`src/rtl/store_responder.sv`:
```
// store_responder: acknowledges write-stage stores into a posted buffer and drains them in order to a wait-request bus.
module store_responder #(
  parameter int DEPTH = 4,
  parameter int AW = 32
) (
  input  logic                   clock,
  input  logic                   reset_n,
  input  logic                   address_enable,
  input  logic [AW-1:0]          address,
  input  logic [AW-1:0]          data,
  output logic                   data_valid,
  output logic                   mem_write,
  output logic [AW-1:0]          mem_address,
  output logic [AW-1:0]          mem_data,
  input  logic                   mem_wait,
  output logic                   empty,
  output logic                   misaligned,
  output logic [$clog2(DEPTH):0] count
);
  localparam int PW = $clog2(DEPTH);
  localparam int CW = PW + 1;
  typedef enum logic {IDLE, ACK} state_t;
  state_t state, state_nx;
  logic [AW-1:0] addr_mem [DEPTH];
  logic [AW-1:0] data_mem [DEPTH];
  logic [PW-1:0] rd_ptr, wr_ptr;
  logic push, pop, full, bad;
  assign bad = address[1:0] != 2'b00;
  assign full = count == CW'(DEPTH);
  assign pop = mem_write && !mem_wait;
  assign mem_write = count != '0;
  assign empty = count == '0;
  assign data_valid = state == ACK;
  // Gated so the bus shows zeros, not stale buffer contents, while idle.
  assign mem_address = mem_write ? addr_mem[rd_ptr] : '0;
  assign mem_data = mem_write ? data_mem[rd_ptr] : '0;
  always_comb begin
    state_nx = IDLE;
    push = 1'b0;
    if (state == IDLE && address_enable && (bad || !full)) begin
      state_nx = ACK;
      push = !bad;
    end
  end
  always_ff @(posedge clock) begin
    if (!reset_n) begin
      state <= IDLE;
      rd_ptr <= '0;
      wr_ptr <= '0;
      count <= '0;
      misaligned <= 1'b0;
    end else begin
      state <= state_nx;
      misaligned <= misaligned || (state == IDLE && address_enable && bad);
      if (push) wr_ptr <= wr_ptr + PW'(1);
      if (pop) rd_ptr <= rd_ptr + PW'(1);
      count <= count + CW'(push) - CW'(pop);
    end
  end
  always_ff @(posedge clock) begin
    if (push) begin
      addr_mem[wr_ptr] <= {address[AW-1:2], 2'b00};
      data_mem[wr_ptr] <= data;
    end
  end
endmodule

```
`config.mk`:
```
export PLATFORM = sky130hd
export DESIGN_NAME = store_responder
export DESIGN_NICKNAME = d
export VERILOG_FILES = /design/src/rtl/store_responder.sv
export SDC_FILE = /design/constraint.sdc
export NUM_CORES = 1
export LEC_CHECK = 0
export CELL_PAD_IN_SITES_DETAIL_PLACEMENT = 0
export CELL_PAD_IN_SITES_GLOBAL_PLACEMENT = 1
export CORE_MARGIN = 10
export CORE_UTILIZATION = 49
export DETAILED_ROUTE_END_ITERATION = 12
export DONT_BUFFER_PORTS = 1
export PLACE_DENSITY = 0.72
export SLEW_MARGIN = 15
export SYNTH_ARGS = -nofsm -noshare
export SYNTH_HDL_FRONTEND = slang
export SYNTH_SLANG_ARGS = --single-unit
```
`constraint.sdc`:
```
create_clock -name clock -period 2.9 [get_ports clock]
set_input_delay 0.145 -clock clock [delete_from_list [all_inputs] [get_ports clock]]
set_output_delay 0.145 -clock clock [all_outputs]
set_load 0.02 [all_outputs]
```
==> results.sh, run 1 <==
export IMPL_status="completed"
export IMPL_pwr_share_comb_pct=22.8
export IMPL_worst_setup_path_end_kind="register"
export IMPL_grt_use_total_pct=14.44
export IMPL_totalWireLength_um=19270
export IMPL_antenna_found_initial=3
export IMPL_synth_top_cell_area_share_pct=74.36
export IMPL_power_frac_seq_pct=45.7
export IMPL_dr_total_vias=4490
export IMPL_critical_path_class="register to register"
export IMPL_dp_cells=717
export IMPL_die_area_sq_mm=0.02656
export IMPL_finalInstanceArea_sq_mm=0.01183
export IMPL_cap_violations=0
export IMPL_avgRoutedWirePerCell_um=23.16
export IMPL_internal_power_mw=6.701
export IMPL_finalCritPeriodShare_pct=91.43
export IMPL_insertion_delay_ns=0.50
export IMPL_postSynthAreaPerCell_sq_um=22.01
export IMPL_vdd_ir_drop_max_mv=1.167
export IMPL_clkPwrFrac_pct=31.5
export IMPL_max_freq_mhz=377.2
export IMPL_netlist_area_sq_mm=0.01001
export IMPL_drt_first_pass_iters=4
export IMPL_coreArea_sq_mm=0.02017
export IMPL_worst_slew_pin_slew_ns=0.6546
export IMPL_grt_pass1_vias=5050
export IMPL_grt_use_met2_pct=25.12
export IMPL_hold_violations=0
export IMPL_cp_top_family="adder cells"
export IMPL_cts_tree="done"
export IMPL_switching_share_pct=29.51
export IMPL_finalSetupViolations=0
export IMPL_arrival_ns=3.07
export IMPL_seq_area_frac_synth_pct=76.56
export IMPL_fin_skew_ns=0.007619
export IMPL_ys_warnings_count=0
export IMPL_netSwitchingPower_mw=2.806
export IMPL_clockRootBuffer="clkbuf_16"
export IMPL_min_period_ns=2.651
export IMPL_drtAntennaViolNets=0
export IMPL_htree_num_levels=1
export IMPL_required_ns=3.32
export IMPL_grt_ovfl_total=0
export IMPL_fin_setup_tns_ns=0
export IMPL_drt_iter0_drc=259
export IMPL_rows=52
export IMPL_crit_fanout=4
export IMPL_hold_path_class="input pin to register"
export IMPL_placed_area_sq_mm=0.01037
export IMPL_start_util_pct=49.65
export IMPL_synth_top_cell_by_area="edfxtp_1"
export IMPL_synth_edf_count=248
export IMPL_slew_headroom_pct=56.36
export IMPL_cts_max_path_buffers=3
export IMPL_die_y_um=163.0
export IMPL_ioPinCount=139
export IMPL_cp_common_cell="inv_1"
export IMPL_use_met1_pct=17.77
export IMPL_p_leak_nw=3.749
export IMPL_layout_nets=618
export IMPL_synthArstFlopShare_pct=0
export IMPL_grt_busiest_layer="met2"
export IMPL_rsz0062_at_grt="no"
export IMPL_io_buffers=0
export IMPL_cts_inserted_buffers=26
export IMPL_synth_seq_cells=259
export IMPL_grt_pass1_wl_um=29760
export IMPL_startpoint_type="register"
export IMPL_gp_congestion=0.7379
export IMPL_avgViaCountPerCell=5.397
export IMPL_cp_slowest_cell="dfxtp_1"
export IMPL_grt_use_met3_pct=3.691
export IMPL_critical_path_buf_inv_count=3
export IMPL_final_util_pct=58.65
export IMPL_power_mw=9.507
export IMPL_cts_sinks=259
export IMPL_area_delta_synth_final_pct=18.13
export IMPL_grt_max_degree=64
export IMPL_drc_errors=0
export IMPL_synth_distinct_cells=28
export IMPL_stdcell_count=832
export IMPL_maxSlewViolCount=0
export IMPL_netlist_instances=455
export IMPL_cp_cell_sequence="nor2_1, a2111oi_4, inv_1, ha_1, inv_1, ha_1, inv_1, fa_1, xor2_1, and2_1, nor3_1"
export IMPL_power_density_mw_per_mm2=803.6
export IMPL_yosys_top_cells_area="edfxtp_1, mux4_2, and2_1"
export IMPL_fp_dieW_um=163.0
export IMPL_path_clk_slew_ns=0.06
export IMPL_synth_ff_type="edfxtp_1"
export IMPL_final_common_cell="edfxtp_1"
export IMPL_dp_hpwl_um=12120
export IMPL_drive_gt1_share_pct=21.25
export IMPL_final_cell_mix="edfxtp_1, dlygate4sd3_1, and2_1"
export IMPL_max_stage_delay_ns=0.50
==> cell usage after synthesis, drive strengths merged (2+ instances only) <==
master / count
buf: 16
nand2: 5
or3: 2
nand2b: 2
mux2i: 3
edfxtp: 248
and2: 68
nor2: 6
clkbuf: 8
inv: 7
ha: 6
dfxtp: 11
a21oi: 2
mux4: 62
==> layout make-up <==
class | count | area [sq um]
Antenna cell | 2 | 5.005
Clock buffer | 35 | 715.7
Clock inverter | 10 | 53.80
Fill cell | 1488 | 8339
Inverter | 7 | 28.78
Multi-Input combinational cell | 166 | 2120
Sequential cell | 259 | 7676
Tap cell | 270 | 337.8
Timing Repair Buffer | 83 | 893.4
==> per-stage QoR <==
| stage | worst slack [ns] | hold WS, ns |
|---|---|---|
| detailed placement | 0.1711 | 0.2441 |
| global route | 0.07060 | 0.1788 |
| global placement | 0.3204 | 0.2441 |
| finish | 0.2487 | 0.1591 |
| floorplan | 0.3024 | 0.2439 |
| CTS | 0.1514 | 0.1463 |
==> worst reg2reg max path, cell delays in order, from the launching register on <==
cell and delay, ns:
dfxtp_1 0.50, nor2_1 0.15, a2111oi_4 0.40, inv_1 0.08
ha_1 0.29, inv_1 0.06, ha_1 0.14, inv_1 0.06
fa_1 0.40, xor2_1 0.17, and2_1 0.18, nor3_1 0.14
==> flip-flops by register name, indices dropped and copies added (netlist names), named ones only <==
signal and count:
rd_ptr 2, count 3, misaligned 1, addr_mem 120
wr_ptr 2, data_mem 128, data_valid 1
==> repair_timing <==
item / CTS / global route
endpoints found under the hold margin: 259 / 0
endpoints found under the setup margin: 0 / 1
hold buffers: 68 / 0
setup buffers: 0 / 0
resized for setup: 0 / 1
==> routing by layer <==
metal / part of all wire, % / wire length [um]
met1: 40 / 7729
met2: 52 / 10090
met5: 0.067 / 13
met3: 6.1 / 1174
met4: 1.3 / 255
==> worst paths after layout <==
check | slack, ns | from | end | cells past startpoint
max reg2reg | 0.25 | count[0] | count[2] | 11
max | 0.25 | count[0] | count[2] | 11
min | 0.16 | mem_wait | count[1] | 4
min reg2reg | 0.47 | rd_ptr[1] | register | 2
==> kinds of logic after synthesis <==
logic type               count (synthesis)  share of synthesized area, %
AO/OA/AOI/OAI                            6                        0.5872
other                                    1                       0.03745
XOR/XNOR                                 1                       0.08747
flip-flops                             259                         76.56
buffers and inverters                   31                         2.424
multiplexers                            65                         14.32
adder cells (fa/ha/maj)                  7                        0.9495
AND/OR/NAND/NOR                         85                         5.035
==> power groups by stage <==
| stage | sequential, mW | clock [mW] | combinational [mW] |
|---|---|---|---|
| floorplan | 4.33 | 0 | 1.87 |
| global placement | 4.43 | 0 | 2.07 |
| detailed placement | 4.44 | 0 | 2.11 |
| CTS | 4.36 | 3.07 | 2.23 |
| global route | 4.37 | 3.23 | 2.34 |
| finish | 4.35 | 2.99 | 2.16 |
No activity file was read; power rests on OpenSTA's default activity.
==> run 2, diff against run 1 <==
CORE_UTILIZATION = 51   (was 49)
CTS_BUF_LIST = sky130_fd_sc_hd__clkbuf_4   (was default)
PLACE_DENSITY = 0.74   (was 0.72)
==> results.sh, run 2 (synthesis gave the netlist of run 1 again) <==
export IMPL_status="completed"
export IMPL_avgRoutedWirePerCell_um=21.83
export IMPL_die_y_um=160.1
export IMPL_clockRootBuffer="clkbuf_4"
export IMPL_power_density_mw_per_mm2=799.9
export IMPL_path_clk_slew_ns=0.07
export IMPL_whs_ns=0.09566
export IMPL_start_util_pct=51.63
export IMPL_power_mw=9.522
export IMPL_startpoint_type="register"
export IMPL_max_stage_delay_ns=0.54
export IMPL_area_delta_synth_final_pct=18.87
export IMPL_die_area_sq_mm=0.02564
export IMPL_antenna_found_initial=2
export IMPL_grt_busiest_layer="met2"
export IMPL_final_util_pct=61.36
export IMPL_fin_skew_ns=0.03536
export IMPL_cts_tree="done"
export IMPL_layout_nets=659
export IMPL_worst_setup_path_end_kind="register"
export IMPL_fin_setup_tns_ns=0
export IMPL_dp_hpwl_um=11540
export IMPL_use_met1_pct=17.35
export IMPL_grt_use_met2_pct=26.02
export IMPL_grt_pass1_vias=5309
export IMPL_vdd_ir_drop_max_mv=1.012
export IMPL_arrival_ns=3.13
export IMPL_slew_headroom_pct=60.66
export IMPL_drc_errors=0
export IMPL_finalInstanceArea_sq_mm=0.01190
export IMPL_maxSlewViolCount=0
export IMPL_p_leak_nw=3.868
export IMPL_reg_largest_list="data_mem: 128 flops, addr_mem: 120 flops, count: 3 flops"
export IMPL_totalWireLength_um=19360
export IMPL_critical_path_buf_inv_count=3
export IMPL_stdcell_count=887
export IMPL_worst_slew_pin_slew_ns=0.5901
export IMPL_fin_ws_ns=0.3198
export IMPL_cts_max_path_buffers=3
export IMPL_finalSetupViolations=0
export IMPL_grt_max_degree=64
export IMPL_hold_violations=0
export IMPL_ioPinCount=139
export IMPL_final_cell_mix="edfxtp_1, clkbuf_4, dlygate4sd3_1"
export IMPL_drive_gt1_share_pct=29.35
export IMPL_fp_dieW_um=160.1
export IMPL_rsz0062_at_grt="no"
export IMPL_cp_top_family="simple AND/OR/NAND/NOR gates"
export IMPL_largest_reg_flops=128
export IMPL_cap_violations=0
export IMPL_place_ws_ns=0.2377
export IMPL_drt_first_pass_iters=4
export IMPL_min_period_ns=2.580
export IMPL_grt_ovfl_total=0
export IMPL_cts_inserted_buffers=66
export IMPL_crit_fanout=6
export IMPL_top_register="data_mem"
export IMPL_cp_slowest_cell="or3_2"
export IMPL_io_buffers=0
export IMPL_grt_pass1_wl_um=30390
export IMPL_dp_cells=712
export IMPL_cp_cell_sequence="or3_2, inv_4, nor2_1, ha_1, inv_1, ha_1, inv_1, fa_1, xor2_1, and2_1, nor3_1"
export IMPL_critical_path_class="register to register"
export IMPL_grt_use_met3_pct=5.347
export IMPL_dr_total_vias=4746
export IMPL_coreArea_sq_mm=0.01940
export IMPL_drtAntennaViolNets=0
export IMPL_grt_use_total_pct=15.37
export IMPL_rows=51
export IMPL_placed_area_sq_mm=0.01039
export IMPL_insertion_delay_ns=0.66
export IMPL_hold_path_class="input pin to register"
export IMPL_finalCritPeriodShare_pct=88.97
export IMPL_required_ns=3.45
export IMPL_avgViaCountPerCell=5.351
export IMPL_htree_num_levels=3
export IMPL_drt_iter0_drc=283
export IMPL_final_common_cell="edfxtp_1"
export IMPL_gp_congestion=0.7291
export IMPL_cts_sinks=259
export IMPL_max_freq_mhz=387.6
==> run 2: tightest hold or removal path, cell delays in order <==
cell,delay (ns)
nor2_1,0.13
ha_1,0.20
fa_1,0.17
nor2_1,0.04
==> run 2: cell type report <==
type                    instances  area, sq um
inverters                       7        28.78
repair buffers                 84        928.4
clock inverters                12        123.9
well taps                     265        331.6
fillers                      1435         7495
flip-flops and latches        259         7676
clock buffers                  92        690.7
multi-input cells             166         2120
diodes                          2        5.005
==> run 2: metal layers <==
| metal | wire length [um] | vias up |
|---|---|---|
| met4 | 376 | 0 |
| met1 | 7548 | 2462 |
| met2 | 10330 | 132 |
| met5 | 0 | - |
| li1 | - | 2117 |
| met3 | 1105 | 35 |
==> run 2: path summary, 6_finish.rpt <==
check	to	cells past startpoint	start	slack [ns]
setup / recovery	count[2]	11	count[1]	0.32
hold / removal	count[1]	4	mem_wait	0.1
setup reg to reg	count[2]	11	count[1]	0.32
hold reg to reg	register	2	rd_ptr[1]	0.47
==> run 2: what timing repair did <==
action                     4_1_cts  5_1_grt
gates resized for setup          0        1
buffers inserted                 0        0
setup endpoints to repair        0        1
hold endpoints to repair       259        0
hold buffers                    69        0
==> run 2: power breakdown <==
| part | leakage [nW] | internal [mW] | switching (mW) |
|---|---|---|---|
| Clock | 0.485 | 1.71 | 1.32 |
| Combinational | 1.05 | 0.787 | 1.36 |
| Sequential | 2.33 | 4.20 | 0.147 |
| Total | 3.87 | 6.69 | 2.83 |
==> run 3, diff against run 2 <==
ABC_CLOCK_PERIOD_IN_PS = 2900   (was default)
CORE_UTILIZATION = 40   (was 51)
PLACE_DENSITY = 0.6   (was 0.74)
==> results.sh, run 3 (synthesis gave the netlist of run 1 again) <==
export IMPL_status="completed"
export IMPL_worst_setup_path_end_kind="register"
export IMPL_vdd_ir_drop_max_mv=0.7666
export IMPL_grt_pass1_vias=5438
export IMPL_power_density_mw_per_mm2=802.6
export IMPL_hold_violations=0
export IMPL_critical_path_class="register to register"
export IMPL_multi_input_area_sq_mm=0.002120
export IMPL_die_area_sq_mm=0.03177
export IMPL_pwr_share_comb_pct=22.6
export IMPL_cp_top_family="adder cells"
export IMPL_cp_slowest_cell="dfxtp_1"
export IMPL_cts_inserted_buffers=68
export IMPL_reg_largest_list="data_mem: 128 flops, addr_mem: 120 flops, count: 3 flops"
export IMPL_startpoint_type="register"
export IMPL_clockRootBuffer="clkbuf_4"
export IMPL_dr_total_vias=4759
export IMPL_largest_reg_flops=128
export IMPL_max_freq_mhz=379.4
export IMPL_maxSlewViolCount=0
export IMPL_rows=57
export IMPL_grt_max_degree=64
export IMPL_fin_skew_ns=0.03272
export IMPL_final_common_cell="edfxtp_1"
export IMPL_cp_cell_sequence="nor2_1, a2111oi_4, inv_1, ha_1, inv_1, ha_1, inv_1, fa_1, xor2_1, and2_1, nor3_1"
export IMPL_drive_gt1_share_pct=29.60
export IMPL_top_register="data_mem"
export IMPL_grt_ovfl_total=0
export IMPL_min_period_ns=2.636
export IMPL_avgViaCountPerCell=4.999
export IMPL_io_buffers=0
export IMPL_cts_tree="done"
export IMPL_netSwitchingPower_mw=2.890
export IMPL_clkPwrFrac_pct=32.6
export IMPL_cts_sinks=259
export IMPL_power_mw=9.630
export IMPL_finalCritPeriodShare_pct=90.89
export IMPL_stdcell_count=952
export IMPL_worst_slew_pin_slew_ns=0.6301
export IMPL_slew_headroom_pct=57.99
export IMPL_drtAntennaViolNets=0
export IMPL_seq_area_sq_mm=0.007676
export IMPL_p_leak_nw=3.882
export IMPL_insertion_delay_ns=0.63
export IMPL_arrival_ns=3.16
export IMPL_coreArea_sq_mm=0.02446
export IMPL_htree_num_levels=3
export IMPL_dp_hpwl_um=11850
export IMPL_placed_area_sq_mm=0.01045
export IMPL_max_stage_delay_ns=0.49
export IMPL_nFillCells=2057
export IMPL_avgRoutedWirePerCell_um=21.12
export IMPL_layout_nets=660
export IMPL_finalSetupViolations=0
export IMPL_die_y_um=178.2
export IMPL_gp_congestion=0.7060
export IMPL_internal_power_mw=6.741
export IMPL_start_util_pct=40.94
export IMPL_fp_dieW_um=178.2
export IMPL_required_ns=3.42
export IMPL_power_frac_seq_pct=44.8
export IMPL_ioPinCount=139
export IMPL_totalWireLength_um=20100
export IMPL_area_delta_synth_final_pct=19.82
export IMPL_cts_setup_buffers=0
export IMPL_drt_iter0_drc=179
export IMPL_drc_errors=0
export IMPL_drt_first_pass_iters=4
export IMPL_finalInstanceArea_sq_mm=0.01200
export IMPL_fin_setup_tns_ns=0
export IMPL_final_cell_mix="edfxtp_1, clkbuf_4, dlygate4sd3_1"
export IMPL_cts_max_path_buffers=3
export IMPL_crit_fanout=4
export IMPL_dp_cells=770
export IMPL_switching_share_pct=30.00
export IMPL_rsz0062_at_grt="no"
export IMPL_cap_violations=0
export IMPL_cp_common_cell="inv_1"
export IMPL_antenna_found_initial=3
export IMPL_critical_path_buf_inv_count=3
export IMPL_grt_pass1_wl_um=31000
export IMPL_path_clk_slew_ns=0.06
export IMPL_grt_use_total_pct=12.80
export IMPL_hold_path_class="input pin to register"
-- run 3: cell types whose count changed in the layout (fill, tap and decap cells not counted) --
cell	change
buf_12	-1
inv_2	-1
clkbuf_4	+4
clkinv_2	+1
clkinv_1	+2
diode_2	+1
-- run 3: area by class of cell --
type | count | share of cell area, %
Antenna cell | 3 | 0.06257
Clock buffer | 96 | 6.006
Clock inverter | 14 | 1.105
Inverter | 7 | 0.2398
Multi-Input combinational cell | 166 | 17.66
Sequential cell | 259 | 63.97
Tap cell | 324 | 3.379
Timing Repair Buffer | 83 | 7.570
-- run 3: path summary, 6_finish.rpt --
check	start	cells after the start	slack [ns]	endpoint
worst max-delay path	count[0]	11	0.26	count[2]
worst min-delay path	data[23]	1	0.22	data_mem[0][23]
worst max register to register	count[0]	11	0.26	count[2]
worst min register to register	rd_ptr[1]	2	0.50	rd_ptr[1]
-- run 3: worst reg2reg max path, cell delays in order (launching register included) --
cell and delay, ns:
dfxtp_1 0.49, nor2_1 0.14, a2111oi_4 0.40, inv_1 0.08, ha_1 0.31, inv_1 0.07
ha_1 0.14, inv_1 0.05, fa_1 0.41, xor2_1 0.17, and2_1 0.18, nor3_1 0.11
-- run 3: power by group through the flow --
stage	sequential, mW	combinational (mW)	clock [mW]
detailed placement	4.40	2.15	0
floorplan	4.33	1.87	0
finish	4.32	2.17	3.14
global placement	4.39	2.12	0
global route	4.33	2.39	3.48
CTS	4.32	2.27	3.28
-- run 3: repair_timing --
action,in CTS,in global routing
hold buffers,69,0
resized for setup,0,1
setup endpoints to repair,0,1
hold endpoints to repair,259,0
-- run 3: per-stage QoR --
step / utilization, % / hold slack, ns / setup slack [ns]
after floorplan: - / 0.2439 / 0.3024
final: 49.05 / 0.2194 / 0.2642
after detailed placement: 42.70 / 0.2441 / 0.1778
after CTS: 49.02 / 0.1411 / 0.1438
after global routing: 49.04 / 0.1885 / 0.07984
after global placement: 42.70 / 0.2441 / 0.3119
-- run 3: metal layers --
| metal | share of wire, % | track usage [%] | vias up |
|---|---|---|---|
| met3 | 7.8 | 4.841 | 32 |
| li1 | - | - | 2125 |
| met2 | 50 | 20.62 | 142 |
| met1 | 40 | 15.11 | 2460 |
| met5 | 0 | 0 | - |
| met4 | 2.0 | 5.512 | 0 |
